==> config.mk <==
export PLATFORM = sky130hd
export DESIGN_NAME = ul_pack
export DESIGN_NICKNAME = d
export VERILOG_FILES = /design/src/rtl/ul_pack_pkg.sv /design/src/rtl/ul_pack_hdr_gen.sv /design/src/rtl/ul_pack.sv
export SDC_FILE = /design/constraint.sdc
export NUM_CORES = 1
export LEC_CHECK = 0
export ABC_AREA = 1
export BUFFER_PORTS_ARGS = -buffer_cell sky130_fd_sc_hd__buf_2
export CORE_MARGIN = 8
export CORE_UTILIZATION = 27
export CTS_BUF_LIST = sky130_fd_sc_hd__clkbuf_2
export CTS_CLUSTER_SIZE = 14
export DETAILED_ROUTE_END_ITERATION = 16
export MAX_ROUTING_LAYER = met4
export PLACE_DENSITY = 0.45
export RECOVER_POWER = 25
export SLEW_MARGIN = 20
export SYNTH_ARGS = -nofsm -noshare
export SYNTH_HDL_FRONTEND = slang
export SYNTH_HIERARCHICAL = 1
export SYNTH_SLANG_ARGS = --single-unit
==> constraint.sdc <==
create_clock -name clk_in -period 2.7 [get_ports clk_in]
set_input_delay 0.405 -clock clk_in [delete_from_list [all_inputs] [get_ports clk_in]]
set_output_delay 0.405 -clock clk_in [all_outputs]
set_load 0.02 [all_outputs]
==> src/rtl/ul_pack_pkg.sv <==
// Shared types and constants for the uplink IQ-to-Ethernet packer.
package ul_pack_pkg;

    typedef enum logic [1:0] {IDLE, HDR, DATA, DROP} state_t;

    localparam int HDR_WORDS = 3;

    // Bit offsets of header fields inside words 1 and 2
    localparam int HDR1_SRC_LSB   = 32;
    localparam int HDR1_ETH_LSB   = 16;
    localparam int HDR1_ANTE_LSB  = 0;
    localparam int HDR2_FRAME_LSB = 48;
    localparam int HDR2_SLOT_LSB  = 40;
    localparam int HDR2_SYM_LSB   = 32;

    function automatic int BIT_WIDTH(input int n);
        return (n <= 2) ? 1 : $clog2(n);
    endfunction

endpackage

==> src/rtl/ul_pack_hdr_gen.sv <==
// Combinational mux selecting one of the three Ethernet/eCPRI-style header words.
module ul_pack_hdr_gen
    import ul_pack_pkg::*;
#(
    parameter logic [47:0] DST_MAC  = 48'hFFFF_FFFF_FFFF,
    parameter logic [47:0] SRC_MAC  = 48'h0000_0000_0001,
    parameter logic [15:0] ETH_TYPE = 16'hAEFE
) (
    input  logic [1:0]  idx_i,
    input  logic [2:0]  ante_i,
    input  logic [15:0] frame_i,
    input  logic [7:0]  slot_i,
    input  logic [7:0]  symbol_i,
    output logic [63:0] word_o
);

    always_comb begin
        word_o = '0;
        case (idx_i)
            2'd0: word_o = {DST_MAC, SRC_MAC[47:32]};
            2'd1: begin
                word_o[HDR1_SRC_LSB +: 32] = SRC_MAC[31:0];
                word_o[HDR1_ETH_LSB +: 16] = ETH_TYPE;
                word_o[HDR1_ANTE_LSB +: 3] = ante_i;
            end
            2'd2: begin
                word_o[HDR2_FRAME_LSB +: 16] = frame_i;
                word_o[HDR2_SLOT_LSB +: 8]   = slot_i;
                word_o[HDR2_SYM_LSB +: 8]    = symbol_i;
            end
            default: word_o = '0;
        endcase
    end

endmodule

==> src/rtl/ul_pack.sv <==
// Packs one antenna symbol of IQ words into one Ethernet frame for an Avalon-ST MAC.
// Optional statistics counters are enabled with the UL_PACK_STATS_EN macro.
module ul_pack
    import ul_pack_pkg::*;
#(
    parameter int          SCS_NUM  = 3276,
    parameter logic [47:0] DST_MAC  = 48'hFFFF_FFFF_FFFF,
    parameter logic [47:0] SRC_MAC  = 48'h0000_0000_0001,
    parameter logic [15:0] ETH_TYPE = 16'hAEFE
) (
    input  logic        clk_in,
    input  logic        rst_n,
    input  logic        din_valid,
    input  logic        din_sop,
    input  logic        din_eop,
    input  logic [63:0] din_data,
    input  logic [2:0]  din_ante,
    input  logic [15:0] din_frame,
    input  logic [7:0]  din_slot,
    input  logic [7:0]  din_symbol,
    output logic        din_ready,
    output logic [63:0] dout_data,
    output logic        dout_valid,
    output logic        dout_sop,
    output logic        dout_eop,
    output logic [2:0]  dout_empty,
    output logic        dout_error,
    input  logic        dout_ready,
    output logic [31:0] pack_cnt,
    output logic [31:0] err_cnt
);

    localparam int DATA_WORDS = SCS_NUM / 4;
    localparam int CNT_W      = BIT_WIDTH(DATA_WORDS);
    localparam logic [CNT_W-1:0] LAST_CNT = CNT_W'(DATA_WORDS - 1);
    localparam logic [1:0]       LAST_HDR = 2'(HDR_WORDS - 1);

    state_t           state_q, state_d;
    logic [1:0]       hdr_idx_q, hdr_idx_d;
    logic [CNT_W-1:0] cnt_q, cnt_d;
    logic             pad_q, pad_d;
    logic [2:0]       ante_q, ante_d;
    logic [15:0]      frame_q, frame_d;
    logic [7:0]       slot_q, slot_d;
    logic [7:0]       symbol_q, symbol_d;
    logic [63:0]      data_q, data_d;
    logic             valid_q, valid_d, sop_q, sop_d, eop_q, eop_d, error_q, error_d;
    logic [63:0]      hdr_word;
    logic             adv, ready, err_inc;

    assign adv = !valid_q || dout_ready;

    ul_pack_hdr_gen #(.DST_MAC(DST_MAC), .SRC_MAC(SRC_MAC), .ETH_TYPE(ETH_TYPE)) u_hdr_gen (
        .idx_i    (hdr_idx_q),
        .ante_i   (ante_q),
        .frame_i  (frame_q),
        .slot_i   (slot_q),
        .symbol_i (symbol_q),
        .word_o   (hdr_word)
    );

    always_comb begin
        state_d   = state_q;
        hdr_idx_d = hdr_idx_q;
        cnt_d     = cnt_q;
        pad_d     = pad_q;
        ante_d    = ante_q;
        frame_d   = frame_q;
        slot_d    = slot_q;
        symbol_d  = symbol_q;
        data_d    = data_q;
        valid_d   = valid_q;
        sop_d     = sop_q;
        eop_d     = eop_q;
        error_d   = error_q;
        ready     = 1'b0;
        err_inc   = 1'b0;
        if (adv) begin
            valid_d = 1'b0;
            sop_d   = 1'b0;
            eop_d   = 1'b0;
            error_d = 1'b0;
        end
        case (state_q)
            IDLE: begin
                ready = !(din_valid && din_sop);
                if (din_valid && din_sop) begin
                    ante_d    = din_ante;
                    frame_d   = din_frame;
                    slot_d    = din_slot;
                    symbol_d  = din_symbol;
                    cnt_d     = '0;
                    pad_d     = 1'b0;
                    hdr_idx_d = 2'd0;
                    state_d   = HDR;
                    // Word 0 is constant, so it goes out now to keep packets back-to-back
                    if (adv) begin
                        data_d    = hdr_word;
                        valid_d   = 1'b1;
                        sop_d     = 1'b1;
                        hdr_idx_d = 2'd1;
                    end
                end else if (din_valid) begin
                    err_inc = 1'b1;
                end
            end
            HDR: begin
                if (adv) begin
                    data_d  = hdr_word;
                    valid_d = 1'b1;
                    sop_d   = (hdr_idx_q == 2'd0);
                    if (hdr_idx_q == LAST_HDR) begin
                        hdr_idx_d = 2'd0;
                        state_d   = DATA;
                    end else begin
                        hdr_idx_d = hdr_idx_q + 2'd1;
                    end
                end
            end
            DATA: begin
                if (pad_q) begin
                    if (adv) begin
                        data_d  = '0;
                        valid_d = 1'b1;
                        if (cnt_q == LAST_CNT) begin
                            eop_d   = 1'b1;
                            error_d = 1'b1;
                            pad_d   = 1'b0;
                            state_d = IDLE;
                        end else begin
                            cnt_d = cnt_q + 1'b1;
                        end
                    end
                end else begin
                    ready = adv;
                    if (adv && din_valid) begin
                        data_d  = din_data;
                        valid_d = 1'b1;
                        if (cnt_q == LAST_CNT) begin
                            eop_d = 1'b1;
                            if (din_eop) begin
                                state_d = IDLE;
                            end else begin
                                error_d = 1'b1;
                                err_inc = 1'b1;
                                state_d = DROP;
                            end
                        end else begin
                            cnt_d = cnt_q + 1'b1;
                            if (din_eop) begin
                                pad_d   = 1'b1;
                                err_inc = 1'b1;
                            end
                        end
                    end
                end
            end
            DROP: begin
                ready = 1'b1;
                if (din_valid && din_eop) begin
                    state_d = IDLE;
                end
            end
            default: state_d = IDLE;
        endcase
    end

    always_ff @(posedge clk_in or negedge rst_n) begin
        if (!rst_n) begin
            state_q   <= IDLE;
            hdr_idx_q <= '0;
            cnt_q     <= '0;
            pad_q     <= 1'b0;
            data_q    <= '0;
            valid_q   <= 1'b0;
            sop_q     <= 1'b0;
            eop_q     <= 1'b0;
            error_q   <= 1'b0;
        end else begin
            state_q   <= state_d;
            hdr_idx_q <= hdr_idx_d;
            cnt_q     <= cnt_d;
            pad_q     <= pad_d;
            data_q    <= data_d;
            valid_q   <= valid_d;
            sop_q     <= sop_d;
            eop_q     <= eop_d;
            error_q   <= error_d;
        end
    end

    // Captured header fields are only read after a new sop loads them
    always_ff @(posedge clk_in) begin
        ante_q   <= ante_d;
        frame_q  <= frame_d;
        slot_q   <= slot_d;
        symbol_q <= symbol_d;
    end

    assign din_ready  = rst_n & ready;
    assign dout_data  = data_q;
    assign dout_valid = valid_q;
    assign dout_sop   = sop_q;
    assign dout_eop   = eop_q;
    assign dout_error = error_q;
    assign dout_empty = 3'd0;

`ifdef UL_PACK_STATS_EN
    logic [31:0] pack_cnt_q, err_cnt_q;

    always_ff @(posedge clk_in or negedge rst_n) begin
        if (!rst_n) begin
            pack_cnt_q <= '0;
            err_cnt_q  <= '0;
        end else begin
            if (valid_q && dout_ready && eop_q) begin
                pack_cnt_q <= pack_cnt_q + 32'd1;
            end
            if (err_inc) begin
                err_cnt_q <= err_cnt_q + 32'd1;
            end
        end
    end

    assign pack_cnt = pack_cnt_q;
    assign err_cnt  = err_cnt_q;
`else
    logic unused_stats;
    assign unused_stats = err_inc;
    assign pack_cnt     = '0;
    assign err_cnt      = '0;
`endif

endmodule

==> results_dict.tcl, run 1 <==
set metrics [dict create \
    maxClockFrequency_mhz 408.3 \
    finalSetupViolCount 0 \
    postPlaceCellArea_sq_um 7284 \
    number_of_global_route_vias_before_repair 5786 \
    slew-limit-headroom_pct -13.44 \
    crit_fanout 75 \
    cts_tree "done" \
    hpwl_microns 13040 \
    synthSimpleGateAreaFrac_pct 19.86 \
    endpoint_arrival_time_on_the_critical_path_ns 2.04 \
    die-area_sq_um 29610 \
    yosysTopAreaCellShare_pct 31.58 \
    synth.avg_cell_area_sq_um 8.643 \
    violations "max-capacitance violations, max-slew violations" \
    grt_remaining_overflow 0 \
    synth-edff-count 35 \
    syn-instance-count 761 \
    finalCritPeriodShare_pct 90.70 \
    synth_top_family_by_area "simple AND/OR/NAND/NOR gates" \
    syn2layout_area_growth_pct 30.89 \
    clockBufferDepth 2 \
    skew_ns 0.04118 \
    synth_most_common_cell "nand2_1" \
    finalInstanceArea_sq_um 8610 \
    ioPinCount 241 \
    outcome "complete, but fails checks" \
    yosys.area_share.xor_xnor_pct 0.6658 \
    cts_buffers 17 \
    die_extent_in_y_microns 172.1 \
    track_usage_pct 14.08 \
    yosysSeqAreaShare_pct 47.56 \
    clkTransAtPathRegs_ns 0.21 \
    number_of_nets_in_the_layout 1116 \
    antenna_violating_nets_post_route 0 \
    rows 57 \
    grt_antenna_before_repair 1 \
    drive_gt1_share_pct 23.58 \
    yosys.area.top_type "dfrtp_1" \
    synth_flop_cell "dfrtp_1" \
    fin_crit_ns 2.449 \
    cellLeakagePower_nw 4.287 \
    final_cell_count_without_fillers 1347 \
    powerDensity_nw_per_um2 1082 \
    clock-root-buffer "clkbuf_2" \
    start_util_pct 27.29 \
    rsz0062_at_grt "no" \
    yosys-top-cells-count "246 x nand2_1, 101 x buf_4, 83 x dfrtp_1" \
    clk_latency_ns 0.68 \
    holdWs_ns 0.1252 \
    wl_per_cell_microns 15.07 \
    share_of_the_synthesized_area_in_compound_gates_ao_oa_aoi_oai_pct 14.97 \
    globalplace.congestion 0.7831 \
    cts.sink_count 118 \
    min-delay-path-class "input port to async pin" \
    ys_warn_count 6 \
    synth_area_leaders "dfrtp_1 32%, edfxtp_1 16%, nand2_1 14%, buf_4 12%, a22o_1 8.5%" \
    syn_area_sq_um 6578 \
    tns_setup_ns 0 \
    wirelength_microns 20290 \
    first_pass_grt_wire_length_microns 31100 \
    synthMuxAreaShare_pct 0 \
    sum_of_internal_switching_and_leakage_power_w 0.009316 \
    maxSlewViolCount 64 \
    dr_total_vias 5586 \
    grt_start_max_net_pins 76 \
    synthAdderAreaFrac_pct 0.3804 \
    detailedRoute.firstIterationViolations 377 \
    die_w_microns 172.1 \
    ys_ff_latch 118 \
    worst-slew-pin-transition_ns 1.702 \
    final_hold_viol_count 0 \
    timing.critical_path.to_type "primary output" \
    detailedRoute.firstPassIterationCount 4 \
    synth.distinct_cells 32 \
    drc 0 \
    timing.critical_path.from_type "flip-flop" \
    number_of_buffer_cells_added_on_primary_ports 173 \
    dp_cells 1211 \
    worst-r2r-setup-slack_ns 0.75 \
    ys_async_sr_fraction_pct 70.34 \
    ir_worst_vdd_uv 604.3 \
    htree_levels 4 \
    worstSetupPathType "flip-flop to primary output" \
    critical_path_required_ns 2.30 \
    routed_via_density 4.147 \
    core_sq_um 24110 \
    drv_cap 1 \
]
[timing repair]
| action | in CTS | in global routing |
|---|---|---|
| setup buffers | 0 | 0 |
| setup endpoints to repair | 1 | 1 |
| endpoints found under the hold margin | 123 | 0 |
| hold buffers | 102 | 0 |
| gates resized for setup | 3 | 1 |
[layout by cell type (no fill, tap or decap), types with 2 or more instances in the layout]
| master | n |
|---|---|
| nand3_1 | 12 |
| clkbuf_1 | 2 |
| inv_2 | 4 |
| clkbuf_2 | 19 |
| inv_6 | 2 |
| nor2_2 | 4 |
| xnor2_1 | 3 |
| bufinv_16 | 3 |
| nand2_1 | 246 |
| ha_1 | 2 |
| nand2_4 | 2 |
| clkinv_1 | 2 |
| a31oi_1 | 2 |
| inv_1 | 24 |
| nand4_1 | 7 |
| clkinv_4 | 6 |
| a22o_1 | 64 |
| edfxtp_1 | 35 |
| xor2_1 | 2 |
| o21ai_1 | 28 |
| o211ai_1 | 2 |
| nor2_4 | 2 |
| dfrtp_1 | 83 |
| nand2_2 | 11 |
| o21ai_0 | 45 |
| a21oi_1 | 2 |
| nor2_1 | 35 |
| dlygate4sd3_1 | 102 |
| conb_1 | 80 |
| buf_2 | 170 |
| buf_4 | 11 |
[area by class of cell]
class / instances / area [sq um]
fillers: 2531 / 15500
flip-flops and latches: 118 / 3128
multi-input cells: 555 / 2684
repair buffers: 288 / 2014
well taps: 324 / 405.4
clock inverters: 14 / 176.4
inverters: 29 / 108.9
clock buffers: 18 / 90.09
diodes: 1 / 2.502
[sequential cells by signal (all words and copies together) (netlist names), 2 cells and up, named ones only]
register / count
symbol_q: 8
frame_q: 16
slot_q: 8
hdr_idx_q: 2
dout_data: 64
cnt_q: 10
ante_q: 3
state_q: 2
[per-layer routing]
layer | routed length (microns) | vias to the layer above | track usage [%]
met3 | 1272 | 10 | 3.470
li1 | - | 2849 | -
met1 | 9018 | 2554 | 16.80
met5 | 0 | - | -
met4 | 236 | 0 | 4.198
met2 | 9766 | 173 | 23.26
[path summary, 6_finish.rpt]
path | to | cells past startpoint | startpoint
max | din_ready | 5 | state_q[1]
min | dout_data[35] | 2 | rst_n
max reg2reg | dout_data[27] | 8 | state_q[1]
min reg2reg | dout_data[14] | 2 | dout_data[14]
max in group asynchronous | dout_data[0] | 3 | rst_n
min in group clk_in | flip-flop | 5 | dout_ready
[worst max-delay path, cell delays in order, from the launching register on]
cell,delay (ns)
dfrtp_1,0.51
nand2_4,0.15
buf_16,0.31
o21ai_0,0.15
nor2_1,0.10
buf_2,0.17
[stage by stage]
stage,util (%),setup WS [ns]
after floorplan,-,0.8093
after global placement,30.22,0.2710
after detailed placement,30.22,0.2565
after CTS,35.61,0.1076
after global routing,35.72,0.005591
final,35.72,0.2510
[cells by family after synthesis]
logic type	Yosys count
AO/OA/AOI/OAI	146
other	2
buffers and inverters	166
AND/OR/NAND/NOR	322
adder cells (fa/ha/maj)	2
flip-flops	118
XOR/XNOR	5
[where the power goes]
group          internal (W)  total, W  switching [W]
combinational       0.00184   0.00522        0.00338
clock              0.000530   0.00129       0.000763
sequential          0.00248   0.00281       0.000328
total               0.00485   0.00932        0.00447
Power figures use the tool's default switching activity.
==> run 2: changes to the inputs <==
--- a/config.mk
+++ b/config.mk
@@ -9,7 +9,7 @@
 export BUFFER_PORTS_ARGS = -buffer_cell sky130_fd_sc_hd__buf_2
 export CORE_MARGIN = 8
 export CORE_UTILIZATION = 27
-export CTS_BUF_LIST = sky130_fd_sc_hd__clkbuf_2
+export CTS_BUF_LIST = sky130_fd_sc_hd__clkbuf_4 sky130_fd_sc_hd__clkbuf_8
 export CTS_CLUSTER_SIZE = 14
 export DETAILED_ROUTE_END_ITERATION = 16
 export MAX_ROUTING_LAYER = met4
==> run 2 against run 1 <==
  * The flow now finishes without violations
  * Combinational power fell by 4%
  * Count of clock-buffer cells in the layout rose by 1
  * First-iteration DRC count fell by 11%
  * Non-clock buffer count fell by 101
  * Clock power rose by 36%
  * Critical endpoint unchanged
  * Highest routed layer unchanged
==> results_dict.tcl, run 2 (synthesis gave the netlist of run 1 again) <==
set metrics [dict create \
    outcome "finished clean" \
    multi_input_comb_area_sq_um 2684 \
    power.switching_w 0.004459 \
    cts_tree "done" \
    first_pass_grt_wire_length_microns 29170 \
    timing.critical_path.from_type "flip-flop" \
    maxSlewViolCount 0 \
    powerDensity_nw_per_um2 1243 \
    wirelength_microns 19350 \
    syn2layout_area_growth_pct 17.44 \
    die_w_microns 172.1 \
    endpoint_arrival_time_on_the_critical_path_ns 1.98 \
    crit_path_end "din_ready" \
    drive_gt1_share_pct 24.43 \
    grt_antenna_before_repair 1 \
    worst-slew-pin-transition_ns 0.8618 \
    ff_latch_area_sq_um 3128 \
    htree_levels 4 \
    skew_ns 0.01446 \
    number_of_nets_in_the_layout 1015 \
    worstSetupPathType "flip-flop to primary output" \
    finalCritPeriodShare_pct 88.34 \
    rsz0062_at_grt "no" \
    post-cts-setup-buffers 0 \
    ioPinCount 241 \
    drv_cap 0 \
    slew-limit-headroom_pct 42.54 \
    die_extent_in_y_microns 172.1 \
    tns_setup_ns 0 \
    critical_path_required_ns 2.30 \
    layout.cells.most_common "nand2_1" \
    fin_crit_ns 2.385 \
    timing.critical_path.to_type "primary output" \
    maximum_cell_stage_delay_along_the_critical_path_ns 0.50 \
    power_frac_clock_pct 18.3 \
    number_of_buffer_cells_added_on_primary_ports 173 \
    largest_register_ffs 64 \
    crit_chain "nand2_4 > buf_6 > o21ai_0 > nor2_1 > buf_2" \
    int_power_w 0.005141 \
    cts_buffers 17 \
    number_of_global_route_vias_before_repair 5302 \
    hpwl_microns 13040 \
    grt_remaining_overflow 0 \
    globalplace.congestion 0.7831 \
    holdWs_ns 0.1408 \
    sequential_power_share_pct 29.4 \
    clkTransAtPathRegs_ns 0.08 \
    clock-root-buffer "clkbuf_8" \
    routed_via_density 4.130 \
    cts.sink_count 118 \
    drc 0 \
    finalSetupViolCount 0 \
    clockBufferDepth 2 \
    cellLeakagePower_nw 3.861 \
    track_usage_pct 13.35 \
    maxClockFrequency_mhz 419.2 \
    reg2reg_from "state_q[1]" \
    crit_fanout 75 \
    mostFrequentLayoutCells "246 x nand2_1, 153 x buf_2, 83 x dfrtp_1, 80 x conb_1, 64 x a22o_1" \
    dr_total_vias 5146 \
    detailedRoute.firstIterationViolations 337 \
    sum_of_internal_switching_and_leakage_power_w 0.009600 \
    clk_latency_ns 0.43 \
    start_util_pct 27.29 \
    core_sq_um 24110 \
    min-delay-path-class "input port to flip-flop" \
    rows 57 \
    grt_start_max_net_pins 76 \
    worst-r2r-setup-slack_ns 0.78 \
    detailedRoute.firstPassIterationCount 4 \
    worst_path_max_delay_cell "buf_6" \
    final_hold_viol_count 0 \
    timing.hold.worst_path_depth 1 \
    fillers 2597 \
    antenna_violating_nets_post_route 0 \
    worst-r2r-cell-count 8 \
    die-area_sq_um 29610 \
    critical_path.reg2reg.endpoint "dout_data[27]" \
    critPathLaunch "state_q[1]" \
    wl_per_cell_microns 15.53 \
    ir_worst_vdd_uv 652.0 \
    pwr-share-comb_pct 52.3 \
    netSwitchingFraction_pct 46.45 \
]
run 2: worst min path at each step:
stage | startpoint | to | slack [ns]
4_1_cts | din_slot[5] | slot_q[5] | 0.09
3_5_place_dp | rst_n | dout_data[38] | 0.33
6_report | din_slot[6] | slot_q[6] | 0.14
3_3_place_gp | rst_n | dout_data[38] | 0.33
5_1_grt | din_slot[4] | slot_q[4] | 0.09
2_1_floorplan | rst_n | async pin | 0.11
run 2: repair_timing:
action,4_1_cts,5_1_grt
setup endpoints to repair,0,1
hold buffers,1,0
resized for setup,0,1
endpoints found under the hold margin,20,0
run 2: stage by stage:
stage,setup slack [ns],cells,cell area [sq um],util [%]
floorplan,0.8093,839,6870,-
global placement,0.2710,1211,7284,30.22
detailed placement,0.2565,1211,7284,30.22
CTS,0.01256,1244,7722,32.04
global route,0.1158,1246,7725,32.05
finish,0.3147,1246,7725,32.05
run 2: cell type report:
type | instances | share of cell area (%)
flip-flops and latches | 118 | 40.49
multi-input cells | 555 | 34.74
repair buffers | 187 | 12.54
well taps | 324 | 5.248
clock buffers | 19 | 3.304
clock inverters | 13 | 2.235
inverters | 29 | 1.409
diodes | 1 | 0.03239
run 2: power by group through the flow:
| stage | clock network (W) | registers (W) | logic [W] |
|---|---|---|---|
| 4_1_cts | 0.00185 | 0.00283 | 0.00513 |
| 2_1_floorplan | 0 | 0.00340 | 0.00341 |
| 5_1_grt | 0.00191 | 0.00291 | 0.00566 |
| 6_report | 0.00176 | 0.00282 | 0.00502 |
| 3_5_place_dp | 0 | 0.00285 | 0.00514 |
| 3_3_place_gp | 0 | 0.00286 | 0.00508 |
run 2: metal layers:
layer  up-vias  routed length [microns]  global-route usage [%]
met4         0                      176                   4.160
met3         8                     1200                   3.128
li1       2644                        -                       -
met1      2342                     8704                   16.29
met5         -                        0                       -
met2       152                     9264                   21.63
run 2: worst max-delay path: cells and delay by family, from the launching register on:
family                 cells  cell delay (ns)
AND/OR/NAND/NOR            2             0.23
AO/OA/AOI/OAI              1             0.19
flip-flops                 1             0.47
buffers and inverters      2             0.67
==> run 3: changes to the inputs <==
--- a/config.mk
+++ b/config.mk
@@ -8,15 +8,13 @@
 export ABC_AREA = 1
 export BUFFER_PORTS_ARGS = -buffer_cell sky130_fd_sc_hd__buf_2
 export CORE_MARGIN = 8
-export CORE_UTILIZATION = 27
+export CORE_UTILIZATION = 50
 export CTS_BUF_LIST = sky130_fd_sc_hd__clkbuf_4 sky130_fd_sc_hd__clkbuf_8
 export CTS_CLUSTER_SIZE = 14
 export DETAILED_ROUTE_END_ITERATION = 16
-export MAX_ROUTING_LAYER = met4
-export PLACE_DENSITY = 0.45
+export PLACE_DENSITY = 0.79
 export RECOVER_POWER = 25
 export SLEW_MARGIN = 20
 export SYNTH_ARGS = -nofsm -noshare
 export SYNTH_HDL_FRONTEND = slang
-export SYNTH_HIERARCHICAL = 1
 export SYNTH_SLANG_ARGS = --single-unit
==> run 3 against run 2 <==
  * Final cell count down 20%
  * Count of clock-buffer cells in the layout is 5 higher
  * Non-clock buffer count shrank 4
  * Critical path depth up 3
  * Largest cell class unchanged
  * Maximum frequency rose by 8.2%
  * Area after synthesis down 11%
  * Clock skew is 0.0059 ns lower
  * Worst hold slack improved by 0.0012 ns
  * Sequential power decreased by 30%
  * Global-route usage up 5.3 points
  * Register-to-register slack worse by 0.28 ns
  * Die area down 48%
==> results_dict.tcl, run 3 <==
set metrics [dict create \
    number_of_buffer_cells_added_on_primary_ports 173 \
    synth_area_leaders "dfrtp_1 36%, edfxtp_1 18%, nand2_1 13%, buf_4 9.0%, nand3_1 6.9%" \
    mostFrequentLayoutCells "201 x nand2_1, 163 x buf_2, 83 x dfrtp_1, 82 x nand3_1, 67 x conb_1" \
    yosys.area.top_type "dfrtp_1" \
    syn_area_sq_um 5836 \
    min-delay-path-class "input port to flip-flop" \
    layout.cells.most_common "nand2_1" \
    first_pass_grt_wire_length_microns 22110 \
    num_antenna_cells 0 \
    synth.avg_cell_area_sq_um 8.658 \
    cts.sink_count 118 \
    ir_worst_vdd_uv 371.5 \
    path_buf_inv 3 \
    routed_via_density 4.836 \
    timing.critical_path.to_type "flip-flop" \
    drc 0 \
    track_usage_pct 18.62 \
    syn-instance-count 674 \
    clkTransAtPathRegs_ns 0.07 \
    rsz0062_at_grt "no" \
    final_cell_count_without_fillers 995 \
    worst_path_max_delay_cell "dfrtp_1" \
    wl_per_cell_microns 14.66 \
    synth_most_common_cell "nand2_1" \
    core_sq_um 11420 \
    synth_flop_cell "dfrtp_1" \
    die-area_sq_um 15380 \
    globalplace.congestion 0.9142 \
    cts_buffers 17 \
    maxSlewViolCount 0 \
    final_hold_viol_count 0 \
    htree_levels 4 \
    crit_fanout 43 \
    clock-root-buffer "clkbuf_8" \
    ys_ff_latch 118 \
    die_extent_in_y_microns 124.0 \
    syn2layout_area_growth_pct 19.10 \
    clockBufferDepth 2 \
    dr_total_vias 4812 \
    synth-edff-count 35 \
    worst-slew-pin-transition_ns 0.8116 \
    grt_remaining_overflow 0 \
    outcome "finished clean" \
    post_cts_resize_count 0 \
    multi_input_comb_area_sq_um 2185 \
    post-cts-setup-buffers 0 \
    ys_warn_count 0 \
    detailedRoute.firstPassIterationCount 7 \
    grt_antenna_before_repair 0 \
    ioPinCount 241 \
    worstSetupPathType "flip-flop to flip-flop" \
    start_util_pct 51.11 \
    yosys-top-cells-count "202 x nand2_1, 83 x dfrtp_1, 81 x nand3_1" \
    fin_util_pct 60.87 \
    tns_setup_ns 0 \
    synth.distinct_cells 32 \
    die_w_microns 124.0 \
    skew_ns 0.008572 \
    dp_cells 962 \
    ff_latch_area_sq_um 3128 \
    timing.critical_path.from_type "flip-flop" \
    detailedRoute.firstIterationViolations 238 \
    critical_path_required_ns 3.06 \
    drive_gt1_share_pct 25.70 \
    largest_register_ffs 64 \
    fin_crit_ns 2.205 \
    postCtsHoldBufs 1 \
    grt_start_max_net_pins 54 \
    yosysTopAreaCellShare_pct 35.59 \
    holdWs_ns 0.1420 \
    maxClockFrequency_mhz 453.5 \
    number_of_global_route_vias_before_repair 4600 \
    sum_of_internal_switching_and_leakage_power_w 0.004104 \
    path_common_cell "nand2_2" \
    antenna_violating_nets_post_route 0 \
    endpoint_arrival_time_on_the_critical_path_ns 2.57 \
    maximum_cell_stage_delay_along_the_critical_path_ns 0.43 \
    wirelength_microns 14590 \
    ys_async_sr_fraction_pct 70.34 \
    cts_tree "done" \
    rows 39 \
    number_of_nets_in_the_layout 946 \
    crit_family "simple AND/OR/NAND/NOR gates" \
    drv_cap 0 \
    powerDensity_nw_per_um2 590.5 \
    clk_latency_ns 0.43 \
    fillers 1005 \
    finalCritPeriodShare_pct 81.67 \
    cellLeakagePower_nw 3.822 \
    slew-limit-headroom_pct 45.83 \
    yosysSeqAreaShare_pct 53.60 \
    crit_chain "inv_2 > nand2_2 > inv_4 > nand3_2 > nand2_2 > buf_4 > nand3_1 > nand2_1" \
    hpwl_microns 10850 \
    finalSetupViolCount 0 \
]
[run 3: power breakdown]
group | total, W | switching (W) | leakage [nW] | internal (W)
combinational | 0.000436 | 0.000291 | 2.17 | 0.000144
sequential | 0.00197 | 0.0000676 | 1.43 | 0.00190
clock | 0.00170 | 0.000677 | 0.225 | 0.00103
[run 3: logic make-up after synthesis]
family          share of synthesized area [%]
compound gates                          8.555
buf+inv                                 13.38
flops                                   53.60
other cells                           0.06426
simple gates                            23.67
fa+ha+maj                              0.4287
xor+xnor                               0.3002
[run 3: metrics by stage]
step,worst slack [ns],area (sq um)
after floorplan,0.8844,6083
after global placement,0.6479,6526
after detailed placement,0.5278,6529
after CTS,0.4828,6967
after global routing,0.2748,6950
final,0.4950,6950
[run 3: layout make-up]
class / count / area share, %
clock buffers: 24 / 4.392
clock inverters: 8 / 1.764
inverters: 25 / 1.386
multi-input cells: 494 / 31.43
flip-flops and latches: 118 / 45.00
well taps: 143 / 2.574
repair buffers: 183 / 13.45
[run 3: worst paths after layout]
path                               start             to  slack (ns)  cells after the start
max                           state_q[0]   dout_data[4]        0.50                      8
min                        din_frame[15]    frame_q[15]        0.14                      1
max reg2reg                   state_q[0]   dout_data[4]        0.50                      8
min reg2reg                     dout_sop       dout_sop        0.48                      2
max in group asynchronous          rst_n  dout_data[20]        1.22                      3
min in group asynchronous          rst_n      async pin        0.46                      2
[run 3: worst reg2reg max path: cells and delay by family, from the launching register on]
family | cells | cell delay, ns
DFF | 1 | 0.43
buffers and inverters | 3 | 0.72
and+or+nand+nor | 5 | 0.98
[run 3: per-layer routing]
layer | part of all wire [%] | global-route usage (%)
met5 | 0 | 0
met4 | 2.0 | 8.550
met3 | 13 | 7.842
met2 | 47 | 29.82
met1 | 38 | 21.37
